==> src/rtl/logic_bist_pkg.sv <==
// Shared types and sizing for the logic BIST controller and its golden model.
package logic_bist_pkg;

    localparam int unsigned NUM_VECTORS = 8;
    localparam int unsigned VEC_W       = 3;
    localparam int unsigned CNT_W       = 4;

    typedef enum logic [1:0] {
        StIdle,
        StDrive,
        StSample,
        StDone
    } bist_state_e;

endpackage

==> src/rtl/logic_bist_golden.sv <==
// Golden model of the gate block under test: e = ~c, f = (a & b) | ~c, vec = {a,b,c}.
module logic_bist_golden
    import logic_bist_pkg::*;
(
    input  logic [VEC_W-1:0] vec_i,
    output logic             exp_e_o,
    output logic             exp_f_o
);

    logic a, b, c;

    always_comb begin
        a       = vec_i[2];
        b       = vec_i[1];
        c       = vec_i[0];
        exp_e_o = ~c;
        exp_f_o = (a & b) | ~c;
    end

endmodule

==> src/rtl/logic_bist_controller.sv <==
// Sequential BIST controller for the 3-in/2-out gate block; sweeps all vectors and checks outputs.
// Optional build macro BIST_STOP_ON_FAIL_EN ends the run at the first mismatching vector.
module logic_bist_controller
    import logic_bist_pkg::*;
#(
    parameter int unsigned SETTLE_CYCLES = 1
) (
    input  logic             clk,
    input  logic             rst_n,
    input  logic             start,
    output logic             dut_a,
    output logic             dut_b,
    output logic             dut_c,
    input  logic             dut_e,
    input  logic             dut_f,
    output logic             busy,
    output logic             done,
    output logic             pass,
    output logic [CNT_W-1:0] fail_count,
    output logic [VEC_W-1:0] first_fail_vec,
    output logic             first_fail_valid
);

    localparam int unsigned SettleW = $clog2(SETTLE_CYCLES + 1);
    localparam logic [SettleW-1:0] SettleLoad = SettleW'(SETTLE_CYCLES);
    localparam logic [VEC_W-1:0]   LastVec    = VEC_W'(NUM_VECTORS - 1);
    localparam logic [CNT_W-1:0]   MaxFails   = CNT_W'(NUM_VECTORS);

`ifdef BIST_STOP_ON_FAIL_EN
    localparam bit StopOnFail = 1'b1;
`else
    localparam bit StopOnFail = 1'b0;
`endif

    bist_state_e        state_q, state_d;
    logic [VEC_W-1:0]   vec_q, vec_d;
    logic [SettleW-1:0] settle_q, settle_d;
    logic [CNT_W-1:0]   fail_count_q, fail_count_d;
    logic [VEC_W-1:0]   first_fail_vec_q, first_fail_vec_d;
    logic               first_fail_valid_q, first_fail_valid_d;
    logic               busy_q, done_q, pass_q;
    logic               exp_e, exp_f;
    logic               mismatch;

    logic_bist_golden u_golden (
        .vec_i   (vec_q),
        .exp_e_o (exp_e),
        .exp_f_o (exp_f)
    );

    always_comb begin
        state_d            = state_q;
        vec_d              = vec_q;
        settle_d           = settle_q;
        fail_count_d       = fail_count_q;
        first_fail_vec_d   = first_fail_vec_q;
        first_fail_valid_d = first_fail_valid_q;
        mismatch           = (dut_e != exp_e) || (dut_f != exp_f);

        unique case (state_q)
            StIdle, StDone: begin
                if (start) begin
                    state_d            = StDrive;
                    vec_d              = '0;
                    settle_d           = SettleLoad;
                    fail_count_d       = '0;
                    first_fail_vec_d   = '0;
                    first_fail_valid_d = 1'b0;
                end
            end
            StDrive: begin
                if (settle_q == SettleW'(1)) begin
                    state_d = StSample;
                end else begin
                    settle_d = settle_q - SettleW'(1);
                end
            end
            StSample: begin
                if (mismatch) begin
                    if (fail_count_q != MaxFails) begin
                        fail_count_d = fail_count_q + CNT_W'(1);
                    end
                    if (!first_fail_valid_q) begin
                        first_fail_vec_d   = vec_q;
                        first_fail_valid_d = 1'b1;
                    end
                end
                if ((StopOnFail && mismatch) || (vec_q == LastVec)) begin
                    state_d = StDone;
                end else begin
                    state_d  = StDrive;
                    vec_d    = vec_q + VEC_W'(1);
                    settle_d = SettleLoad;
                end
            end
            default: state_d = StIdle;
        endcase
    end

    always_ff @(posedge clk) begin
        if (!rst_n) begin
            state_q            <= StIdle;
            vec_q              <= '0;
            settle_q           <= '0;
            fail_count_q       <= '0;
            first_fail_vec_q   <= '0;
            first_fail_valid_q <= 1'b0;
        end else begin
            state_q            <= state_d;
            vec_q              <= vec_d;
            settle_q           <= settle_d;
            fail_count_q       <= fail_count_d;
            first_fail_vec_q   <= first_fail_vec_d;
            first_fail_valid_q <= first_fail_valid_d;
        end
    end

    // Status flags are registered from the current state, so they trail it by one cycle.
    always_ff @(posedge clk) begin
        if (!rst_n) begin
            busy_q <= 1'b0;
            done_q <= 1'b0;
            pass_q <= 1'b0;
        end else begin
            busy_q <= (state_q == StDrive) || (state_q == StSample);
            done_q <= (state_q == StDone);
            pass_q <= (state_q == StDone) && (fail_count_q == '0);
        end
    end

    always_comb begin
        dut_a            = vec_q[2];
        dut_b            = vec_q[1];
        dut_c            = vec_q[0];
        busy             = busy_q;
        done             = done_q;
        pass             = pass_q;
        fail_count       = fail_count_q;
        first_fail_vec   = first_fail_vec_q;
        first_fail_valid = first_fail_valid_q;
    end

endmodule

==> config.mk <==
export PLATFORM = sky130hd
export DESIGN_NAME = logic_bist_controller
export DESIGN_NICKNAME = d
export VERILOG_FILES = /design/src/rtl/logic_bist_pkg.sv /design/src/rtl/logic_bist_golden.sv /design/src/rtl/logic_bist_controller.sv
export SDC_FILE = /design/constraint.sdc
export NUM_CORES = 1
export LEC_CHECK = 0
export CAP_MARGIN = 0
export CORE_MARGIN = 2
export CORE_UTILIZATION = 55
export CTS_CLUSTER_SIZE = 30
export DETAILED_ROUTE_END_ITERATION = 8
export DONT_BUFFER_PORTS = 1
export GPL_TIMING_DRIVEN = 0
export PLACE_DENSITY = 0.75
export SLEW_MARGIN = 15
export SYNTH_ARGS = -nofsm -noshare
export SYNTH_HDL_FRONTEND = slang
export SYNTH_SLANG_ARGS = --single-unit
==> constraint.sdc <==
create_clock -name clk -period 4.6 [get_ports clk]
set_clock_uncertainty 0.2 [all_clocks]
set_input_delay 0.46 -clock clk [delete_from_list [all_inputs] [get_ports clk]]
set_output_delay 0.46 -clock clk [all_outputs]
set_load 0.05 [all_outputs]
==> impl_metrics.ini <==
[final_layout]
area_growth_pct = 5.729
final_nets = 139
final_design_area_no_fill_mm2 = 0.001062
layout.cells.non_filler = 150
diodes = 0
drive_gt1_share_pct = 7.200

[cts]
clk_latency_ps = 290
clk_pin_slew_worst_paths_ps = 100
cts_repair_resize_count = 0
h-tree-depth = 1
cts_root_buffer = clkbuf_4
postCtsHoldBufs = 0
cts_tree = done
cts_sinks = 17
clock_path_buffers = 2
cts-buffers-inserted = 3
post-cts-setup-buffer-count = 0

[setup_path]
crit_type = flip-flop to flip-flop
start_kind = flip-flop
cp_num_buf_inv = 1
cpMaxStageDelayCell = dfxtp_1
crit_required_ps = 4590
path_cells = inv_1, ha_1, a32oi_1, a2111oi_0, a311o_1
cpPeakStageDelay_ps = 720
crit_fanout = 5
path_delay_family = compound AO/OA/AOI/OAI gates
crit_arrival_ps = 2280
critPathCaptureType = flip-flop

[power]
power.density_mw_per_mm2 = 262.2
ir_worst_vdd_v = 0.0001784
p_leak_uw = 0.0003954

[place]
place_congestion = 0.8978
portBuffers = 0
dp_hpwl_um = 1548
dpl_cell_area_mm2 = 0.001036
dp_slack_ps = 2333
placed_cells = 146

[routing]
drt_iter0_drc = 4
firstDrtPassIters = 4
vias_per_cell = 5.907
wirelength_um = 2017
num_vias = 886
post-route-drc-count = 0
wl_per_cell_um = 13.45
ant_nets = 0

[sta]
hold_viol_final = 0
period_needed_ps = 2290
timing.final.crit_share_pct = 49.78
max_freq_mhz = 436.7
slew_violations = 0
tns_ps = 0
whs_ps = 119.8
setup_viol = 0
rsz0062_at_grt = false
setup_ws_ps = 2310
max_slew_margin_pct = 53.00
tightest_slew_ps = 704.0

[logic_synthesis]
synth_top_family_by_area = simple AND/OR/NAND/NOR gates
netlist_area_mm2 = 0.001005
ys_types = 36
synth-seq-cells = 17
synth_compound_area_share_pct = 23.66
syn_inst = 121
synth_adder_area_share_pct = 9.963
ys_seq_area_share_pct = 33.87
synthSimpleGateAreaFrac_pct = 24.03
synth-xor-area-share_pct = 0.8717
syn-num-nets = 134
ys_warn_count = 0
avgSynthCellArea_um2 = 8.303
synth_mux_area_share_pct = 1.370

[floorplanning]
io_pins = 19
fp-row-count = 15
core_region_area_mm2 = 0.001727
die_h_um = 46.74
die-area_mm2 = 0.002185
initial_core_util_pct = 58.19
die_w_um = 46.74

[run]
cap_violations = 0

[global_route]
grt_pass1_vias = 796
grt_first_pass_wirelength_um = 3394
antenna_found_initial = 0
grt_max_degree = 11
track_usage_pct = 21.92
grt-ovfl-total = 0

[hold_path]
holdCritPathClass = primary input to flip-flop

[outcome]
status = completed
==> cells in the mapped netlist <==
| library cell | instances | area share, % |
|---|---|---|
| a2111oi_0 | 1 | 0.87 |
| a2111oi_2 | 1 | 1.5 |
| a21o_1 | 3 | 2.2 |
| a21oi_1 | 7 | 3.5 |
| a22oi_1 | 3 | 2.2 |
| a311o_1 | 1 | 1.0 |
| a311oi_1 | 2 | 1.7 |
| a31o_2 | 1 | 0.87 |
| a31oi_1 | 3 | 1.9 |
| a32oi_1 | 2 | 1.7 |
| and2_1 | 3 | 1.9 |
| and3_1 | 1 | 0.62 |
| and4_1 | 1 | 0.87 |
| and4b_1 | 3 | 3.0 |
| buf_2 | 2 | 1.0 |
| clkbuf_1 | 4 | 1.5 |
| dfxtp_1 | 17 | 34 |
| ha_1 | 8 | 10 |
| inv_1 | 10 | 3.7 |
| mux2i_2 | 1 | 1.4 |
| nand2_1 | 11 | 4.1 |
| nand2b_1 | 1 | 0.62 |
| nand3_1 | 7 | 3.5 |
| nand4_1 | 3 | 1.9 |
| nor2_1 | 6 | 2.2 |
| nor2b_1 | 1 | 0.62 |
| nor3_1 | 3 | 1.5 |
| nor3b_2 | 1 | 1.2 |
| nor4_1 | 2 | 1.2 |
| o211ai_1 | 2 | 1.5 |
| o21ai_0 | 5 | 2.5 |
| o21ai_1 | 1 | 0.50 |
| o31a_1 | 1 | 0.87 |
| o31ai_1 | 1 | 0.75 |
| or2b_1 | 1 | 0.75 |
| xnor2_1 | 1 | 0.87 |
==> layout make-up <==
class / instances / area (µm²)
sequential: 17 / 340.3
inverter: 10 / 37.54
multi-input combinational: 88 / 601.8
buffer: 6 / 25.02
clock buffer: 4 / 26.28
tap: 25 / 31.28
fill: 182 / 664.4
==> power by group <==
group	switching (µW)	internal, µW	leakage, µW
clock network	46.6	33.7	0.0000150
registers	9.44	151	0.000138
logic	24.8	12.9	0.000242
total	80.7	198	0.000395
==> cells by family after synthesis <==
family,after synthesis
buffers and inverters,16
AO/OA/AOI/OAI,34
multiplexers,1
adder cells (fa/ha/maj),8
flip-flops,17
AND/OR/NAND/NOR,44
XOR/XNOR,1
==> per-stage QoR <==
step                      power (µW)  util [%]
final                          278.5     61.52
after global routing           292.3     61.52
after CTS                      282.0     61.52
after detailed placement       201.8     60.00
after global placement         200.5     60.00
after floorplan                193.2         -
==> worst register-to-register path, stage by stage (launching register included) <==
cell       delay, ps
dfxtp_1          720
inv_1            170
ha_1             280
a32oi_1          320
a2111oi_0        160
a311o_1          330
==> sequential cells by signal (all words and copies together), names as in the netlist, 2 cells and up <==
| signal | count |
|---|---|
| state_q | 2 |
| fail_count | 4 |
| vec_q | 3 |
| first_fail_vec | 3 |
==> routing by layer <==
layer / global-route usage [%] / part of all wire, % / vias up
li1: - / - / 454
met1: 28.50 / 47 / 416
met2: 35.00 / 50 / 12
met3: 3.462 / 1.7 / 4
met4: 11.67 / 1.5 / 0
met5: 0 / 0 / -
==> final timing paths <==
kind,end,slack (ps),depth (start not counted),from
worst max register to register,fail_count[0]$_SDFFE_PN0P_,2310,5,fail_count[0]$_SDFFE_PN0P_
worst max-delay path,fail_count[0]$_SDFFE_PN0P_,2310,5,fail_count[0]$_SDFFE_PN0P_
worst min register to register,settle_q$_SDFFE_PN0P_,350,2,settle_q$_SDFFE_PN0P_
worst min-delay path,done$_SDFF_PN0_,120,1,rst_n
==> cells in the final DEF, fill, tap and decap left out, drive strengths merged, types with 6 or more instances in the layout <==
| cell | count |
|---|---|
| a21oi | 7 |
| clkbuf | 8 |
| dfxtp | 17 |
| ha | 8 |
| inv | 10 |
| nand2 | 11 |
| nand3 | 7 |
| nor2 | 6 |
| o21ai | 6 |
Note: power is estimated with default switching activity, not from simulation.
